File: config.mk
export PLATFORM = sky130hd
export DESIGN_NAME = mem_arbiter
export DESIGN_NICKNAME = d
export VERILOG_FILES = /design/src/rtl/mem_arbiter.sv
export SDC_FILE = /design/constraint.sdc
export NUM_CORES = 1
export LEC_CHECK = 0
export CORE_ASPECT_RATIO = 0.7
export CORE_MARGIN = 2
export CORE_UTILIZATION = 45
export DETAILED_ROUTE_END_ITERATION = 6
export GPL_TIMING_DRIVEN = 0
export PLACE_DENSITY = 0.78
export REMOVE_ABC_BUFFERS = 1
export SLEW_MARGIN = 20
export SYNTH_ARGS = -nofsm -noshare
export SYNTH_HDL_FRONTEND = slang
export SYNTH_SLANG_ARGS = --single-unit
File: constraint.sdc
create_clock -name clk -period 3 [get_ports clk]
set_input_delay 0.45 -clock clk [delete_from_list [all_inputs] [get_ports clk]]
set_output_delay 0.45 -clock clk [all_outputs]
set_load 0.005 [all_outputs]
File: src/rtl/mem_arbiter.sv
`default_nettype none
// ============================================================================
// mem_arbiter -- byte-serial memory arbiter between instruction fetch and MEM.
// Revision: 1.0
// ============================================================================
module mem_arbiter (
  input  logic        clk,
  input  logic        rst,
  input  logic        rdy,
  input  logic        if_req,
  input  logic [31:0] if_addr,
  output logic        if_done,
  output logic [31:0] if_inst,
  input  logic        ms_req,
  input  logic        ms_we,
  input  logic [1:0]  ms_len,
  input  logic [31:0] ms_addr,
  input  logic [31:0] ms_wdata,
  output logic        ms_done,
  output logic [31:0] ms_rdata,
  input  logic [7:0]  ram_din,
  output logic [7:0]  ram_dout,
  output logic [31:0] ram_addr,
  output logic        ram_wr,
  output logic        if_stall_req,
  output logic        ms_stall_req
);

  typedef enum logic [1:0] {
    IDLE = 2'd0,
    BUSY = 2'd1,
    DONE = 2'd2
  } state_t;

  state_t      state_q, state_d;
  logic [2:0]  cnt_q, cnt_d;
  logic [2:0]  len_q, len_d;
  logic        owner_ms_q, owner_ms_d;
  logic        we_q, we_d;
  logic [31:0] addr_q, addr_d;
  logic [31:0] wdata_q, wdata_d;
  logic [31:0] data_q, data_d;
  logic        if_done_q, if_done_d;
  logic        ms_done_q, ms_done_d;
  logic [31:0] if_inst_q, if_inst_d;
  logic [31:0] ms_rdata_q, ms_rdata_d;

  logic [31:0] byte_addr;
  logic [1:0]  cap_idx;
  logic        last_cycle;

  assign byte_addr  = addr_q + {29'd0, cnt_q};
  // Read data lags the address by one cycle, so cycle cnt stores byte cnt-1.
  assign cap_idx    = cnt_q[1:0] - 2'd1;
  assign last_cycle = we_q ? (cnt_q == len_q - 3'd1) : (cnt_q == len_q);

  always_comb begin
    state_d    = state_q;
    cnt_d      = cnt_q;
    len_d      = len_q;
    owner_ms_d = owner_ms_q;
    we_d       = we_q;
    addr_d     = addr_q;
    wdata_d    = wdata_q;
    data_d     = data_q;
    if_done_d  = if_done_q;
    ms_done_d  = ms_done_q;
    if_inst_d  = if_inst_q;
    ms_rdata_d = ms_rdata_q;

    if (state_q == BUSY && !we_q && cnt_q != 3'd0) begin
      data_d[{cap_idx, 3'b000} +: 8] = ram_din;
    end

    case (state_q)
      IDLE: begin
        if (ms_req) begin
          state_d    = BUSY;
          owner_ms_d = 1'b1;
          we_d       = ms_we;
          len_d      = (ms_len == 2'b00) ? 3'd1 : (ms_len == 2'b01) ? 3'd2 : 3'd4;
          addr_d     = ms_addr;
          wdata_d    = ms_wdata;
          cnt_d      = 3'd0;
          data_d     = 32'd0;
        end else if (if_req) begin
          state_d    = BUSY;
          owner_ms_d = 1'b0;
          we_d       = 1'b0;
          len_d      = 3'd4;
          addr_d     = if_addr;
          wdata_d    = 32'd0;
          cnt_d      = 3'd0;
          data_d     = 32'd0;
        end
      end
      BUSY: begin
        if (last_cycle) begin
          state_d = DONE;
          cnt_d   = 3'd0;
          if (owner_ms_q) begin
            ms_done_d = 1'b1;
            if (!we_q) ms_rdata_d = data_d;
          end else begin
            if_done_d = 1'b1;
            if_inst_d = data_d;
          end
        end else begin
          cnt_d = cnt_q + 3'd1;
        end
      end
      DONE: begin
        state_d   = IDLE;
        if_done_d = 1'b0;
        ms_done_d = 1'b0;
      end
      default: state_d = IDLE;
    endcase
  end

  always_ff @(posedge clk) begin
    if (rst) begin
      state_q    <= IDLE;
      cnt_q      <= 3'd0;
      len_q      <= 3'd0;
      owner_ms_q <= 1'b0;
      we_q       <= 1'b0;
      addr_q     <= 32'd0;
      wdata_q    <= 32'd0;
      data_q     <= 32'd0;
      if_done_q  <= 1'b0;
      ms_done_q  <= 1'b0;
      if_inst_q  <= 32'd0;
      ms_rdata_q <= 32'd0;
    end else if (rdy) begin
      state_q    <= state_d;
      cnt_q      <= cnt_d;
      len_q      <= len_d;
      owner_ms_q <= owner_ms_d;
      we_q       <= we_d;
      addr_q     <= addr_d;
      wdata_q    <= wdata_d;
      data_q     <= data_d;
      if_done_q  <= if_done_d;
      ms_done_q  <= ms_done_d;
      if_inst_q  <= if_inst_d;
      ms_rdata_q <= ms_rdata_d;
    end
  end

  assign if_done      = if_done_q;
  assign ms_done      = ms_done_q;
  assign if_inst      = if_inst_q;
  assign ms_rdata     = ms_rdata_q;
  assign ram_wr       = (state_q == BUSY) && we_q && rdy;
  assign ram_addr     = (state_q == BUSY) ? byte_addr : 32'd0;
  assign ram_dout     = ((state_q == BUSY) && we_q) ? wdata_q[{cnt_q[1:0], 3'b000} +: 8] : 8'd0;
  assign if_stall_req = if_req & ~if_done_q;
  assign ms_stall_req = ms_req & ~ms_done_q;

endmodule
`default_nettype wire

* Yosys cells after proc, flatten, opt, wreduce, memory -nomap -nowiden *
Index checks and enable logic that the tools add are counted.
W data, S select, Z words.

word-level totals
  register bits = 172
  input port bits = 112
  output and inout port bits = 109

operators by class
  add/sub/neg operators = 5
  eq/ne operators = 9
  shift operators = 3
  multiplexer cells = 33
  bitwise operators = 6
  reduce and logical (&&, ||, !) cells = 18

operators with widths
  cell                      number
  $mux W32                  9
  $add A32 B3 Y32           1
  $bwmux W32                1
  $shift A8 B7 Y32 const A  1
  $shiftx A32 B6 Y8         1
  $shiftx A8 B7 Y32         1
  $mux W3                   7
  $reduce_and A4 Y1         3
  $reduce_and A3 Y1         3
  $mux W1                   8
  $mux W8                   1
  $neg A5 Y7                1
  $eq A3 B3 Y1              2
  $mux W2                   3
  $ne A2 B2 Y1 const B      3
  $pmux W3 S2               1
  $reduce_bool A2 Y1        3
  $reduce_and A5 Y1         1
  $eq A2 B1 Y1 const B      2
  $logic_and A1 B1 Y1       4
  $logic_not A2 Y1          2
  $not A1 Y1                4
  $pmux W1 S2               2
  $pmux W2 S2               1
  8 further kinds           9

* Depth between registers and ports, before layout *
  depth after elaboration = 8
  depth in mapped cells = 9

* Worst setup path after synthesis *
OpenSTA, ideal clock, no wires.

  path kind = register to output
  from = register cnt_q[1]
  to = output port ram_addr[30]
  arrival = 2429 ps
  data required time = 2550 ps
  setup slack = 121 ps
  stages on the path, launching flop included = 9
  buffers on the path = 1
  path through = dfxtp_1 > clkbuf_1 > inv_1 > fa_1 > nand2b_1 > a2111oi_4 > nand4b_1 > xor2_1 > nor2_1

between the ends
  longest elaborated chain between the ends = 2

RTL lines
  element                 RTL line  text
  from (decl)             36        logic [2:0] cnt_q, cnt_d;
  from (signal assigned)  137       cnt_q <= cnt_d;
  $add A32 B3 Y32         52        assign byte_addr = addr_q + {29'd0, cnt_q};
  $mux W32                156       assign ram_addr = (state_q == BUSY) ? byte_addr : 32'd0;
  to (decl)               23        output logic [31:0] ram_addr,

No other way between the ends.

* Final worst setup path *
  from = register cnt_q[0]
  to = output port ram_addr[14]

The elaborated chain is that of the path after synthesis.

==> run metrics <==
outcome=complete, but fails checks; failing checks=setup timing; synthesized area per cell=8.72 sq um; Yosys reg bits=172; Final #Nets=1,290; Power Density=462 nW/um^2; P&R area growth vs syn=36.4%; maximum VDD drop=0.301 mV; Initial Util=0.456; crit end category=primary output; drt wl/cell=16.2 um; Synth top area share=0.403; Crit Path Class=reg2out; Max Slew Vio Count=0; Final GP Congestion=0.791; number of global-route vias before repair=7,195; initial antenna violation count=0; worst-margin pin slew=0.981 ns; top_reg_cell synth=dfxtp_1; clock sinks=172; fraction of layout cells with a size suffix above 1=0.105; Synth async-reset ratio=0; first-pass GRT wire length=37,200 um; vias per cell=5.42; main area contributors after synthesis=dfxtp_1, mux2i_1, nor2_1; Cells after Synth=981; Crit path largest cell delay=0.37 ns; most frequent cell after synthesis=dfxtp_1; FF+latch area=3460 sq um; max cap viols=0; row cnt=42; Core ar.=18,800 sq um; Post-synth top cells=dfxtp_1, nor2_1, mux2i_1, nand2_1; Inserted Clock Buffers=17; ANT cells=0; DRT iter0 DRCs=626; crit-path max FO=3; CTS tree=yes; Post-synth EDFFs=0; Tot Pwr=5.39 mW; Die Wd=169 um; Total GRT Usage=0.230; Vias=7,710; crit-path cells=ha_4, inv_2, fa_2, nand2b_4, a2111oi_4, buf_4, buf_6, nand4_1, xor2_1, nor2_1, buf_2; Setup crit start kind=flip-flop; CP top delay family=adder cells; RSZ-0062 raised after global routing=yes; Worst EP arrival=2.61 ns; pin count of the biggest net entering global routing=78; Die ar.=20,100 sq um; Final ANT Viol Nets=0; clk_skew=0.0117 ns; DR pass1 iterations=6; hold crit path type=in2reg; final period utilization=1.02; WP data required=2.55 ns; Buf/Inv on CP=4; critical-path cell with the highest stage delay=dfxtp_4; Fin. Hold Viols=0; post-synthesis sequential area ratio=0.403; synth unique cells=52; CTS clk-pin slew, worst paths=0.07 ns; # setup viols final=4; total wire length=23,100 um; min cycle time layout=3.06 ns; leakage=4.46 nW; drt drc=0; Root Driver=clkbuf_16; CTS max path bufs=2; PortBufs=220; maximum clock rate=327 MHz; post-route setup slack=-0.0584 ns; Warnings, synthesis=0; IO Count=221; fillcell total=1,654; synthesized cell area=8550 sq um; H-Tree Depth=4; Sum Neg Setup Slack=-0.0930 ns; Die H=119 um; GRT Residual Overflow=0; Slew Limit Headroom=0.342; multi-input logic area=4700 sq um; DP HPWL=15,900 um; cell taking the most area after synthesis=dfxtp_1; Worst-Skew Late Latency=0.43 ns
==> sequential cells by signal (all words and copies together) (netlist names) <==
register	count
addr_q	32
cnt_q	3
data_q	32
if_done	1
if_inst	32
len_q	3
ms_done	1
ms_rdata	32
owner_ms_q	1
state_q	2
wdata_q	32
we_q	1
==> tightest hold or removal path: stages <==
cell and delay [ns]:
buf_4 0.20, nand2_1 0.09, a21oi_1 0.06
==> worst paths after layout <==
| kind | from | end | slack, ns | cells past startpoint |
|---|---|---|---|---|
| hold / removal | ms_req | owner_ms_q | 0.41 | 3 |
| hold reg to reg | wdata_q[24] | wdata_q[24] | 0.45 | 2 |
| setup / recovery | cnt_q[0] | ram_addr[14] | -0.06 | 11 |
| setup reg to reg | cnt_q[0] | ms_rdata[31] | 0.31 | 8 |
==> kinds of logic after synthesis <==
family	Yosys count	synth area share
flip-flops	172	0.403
AND/OR/NAND/NOR	346	0.192
XOR/XNOR	28	0.0304
multiplexers	96	0.125
buffers and inverters	120	0.0599
adder cells (fa/ha/maj)	11	0.0170
AO/OA/AOI/OAI	208	0.173
==> where the power goes <==
part / switching (mW) / internal, mW
Clock: 0.985 / 1.19
Sequential: 0.0960 / 2.37
Combinational: 0.351 / 0.388
==> cells in the final DEF, fill, tap and decap left out, types with 5 or more instances in the layout <==
master,Yosys,routed
o21bai_1,32,32
inv_6,0,5
dfxtp_1,172,165
buf_6,6,5
nor2b_1,20,20
dlymetal6s2s_1,0,5
xor2_1,24,24
nand2_1,80,78
buf_4,1,21
mux2_2,8,8
mux2i_1,80,80
mux4_2,8,8
nor2_1,139,138
nand4_1,11,11
a2bb2oi_1,16,16
buf_2,10,8
a211oi_1,34,34
a21oi_1,61,61
o311a_1,32,32
o21ai_0,22,21
and3_1,15,15
clkdlybuf4s50_1,0,197
clkbuf_16,0,17
nand3_1,46,43
inv_1,38,36
ha_1,10,9
dlygate4sd2_1,0,5
==> stage by stage <==
step / util / cells / area [sq um] / hold WS (ns) / setup slack [ns]
after floorplan: - / 899 / 8180 / 0.423 / -3.20
after global placement: 0.570 / 1361 / 10700 / 0.437 / -8.62
after detailed placement: 0.581 / 1373 / 10900 / 0.444 / -1.13
after CTS: 0.620 / 1419 / 11600 / 0.394 / -0.0821
after global routing: 0.622 / 1422 / 11700 / 0.411 / -0.229
final: 0.622 / 1422 / 11700 / 0.413 / -0.0584
==> layer usage <==
metal  GRT usage  up-vias  routed length, um
met5           0        -                  0
met3      0.0608       19               1550
met1       0.327     3649              10900
met4      0.0555        0                245
li1            -     3825                  -
met2       0.348      217              10300
==> repair_timing <==
action / in CTS / in global routing
resized for setup: 65 / 12
setup buffers: 14 / 3
pin swaps: 6 / 2
hold buffers: 0 / 0
setup endpoints to repair: 77 / 26
==> final cells by class <==
class                   instances  area share
inverters                      38      0.0122
multi-input cells             689       0.403
flip-flops and latches        172       0.297
clock buffers                  20      0.0383
well taps                     242      0.0260
repair buffers                249       0.213
clock inverters                12      0.0108
Note: power is estimated with default switching activity, not from simulation.
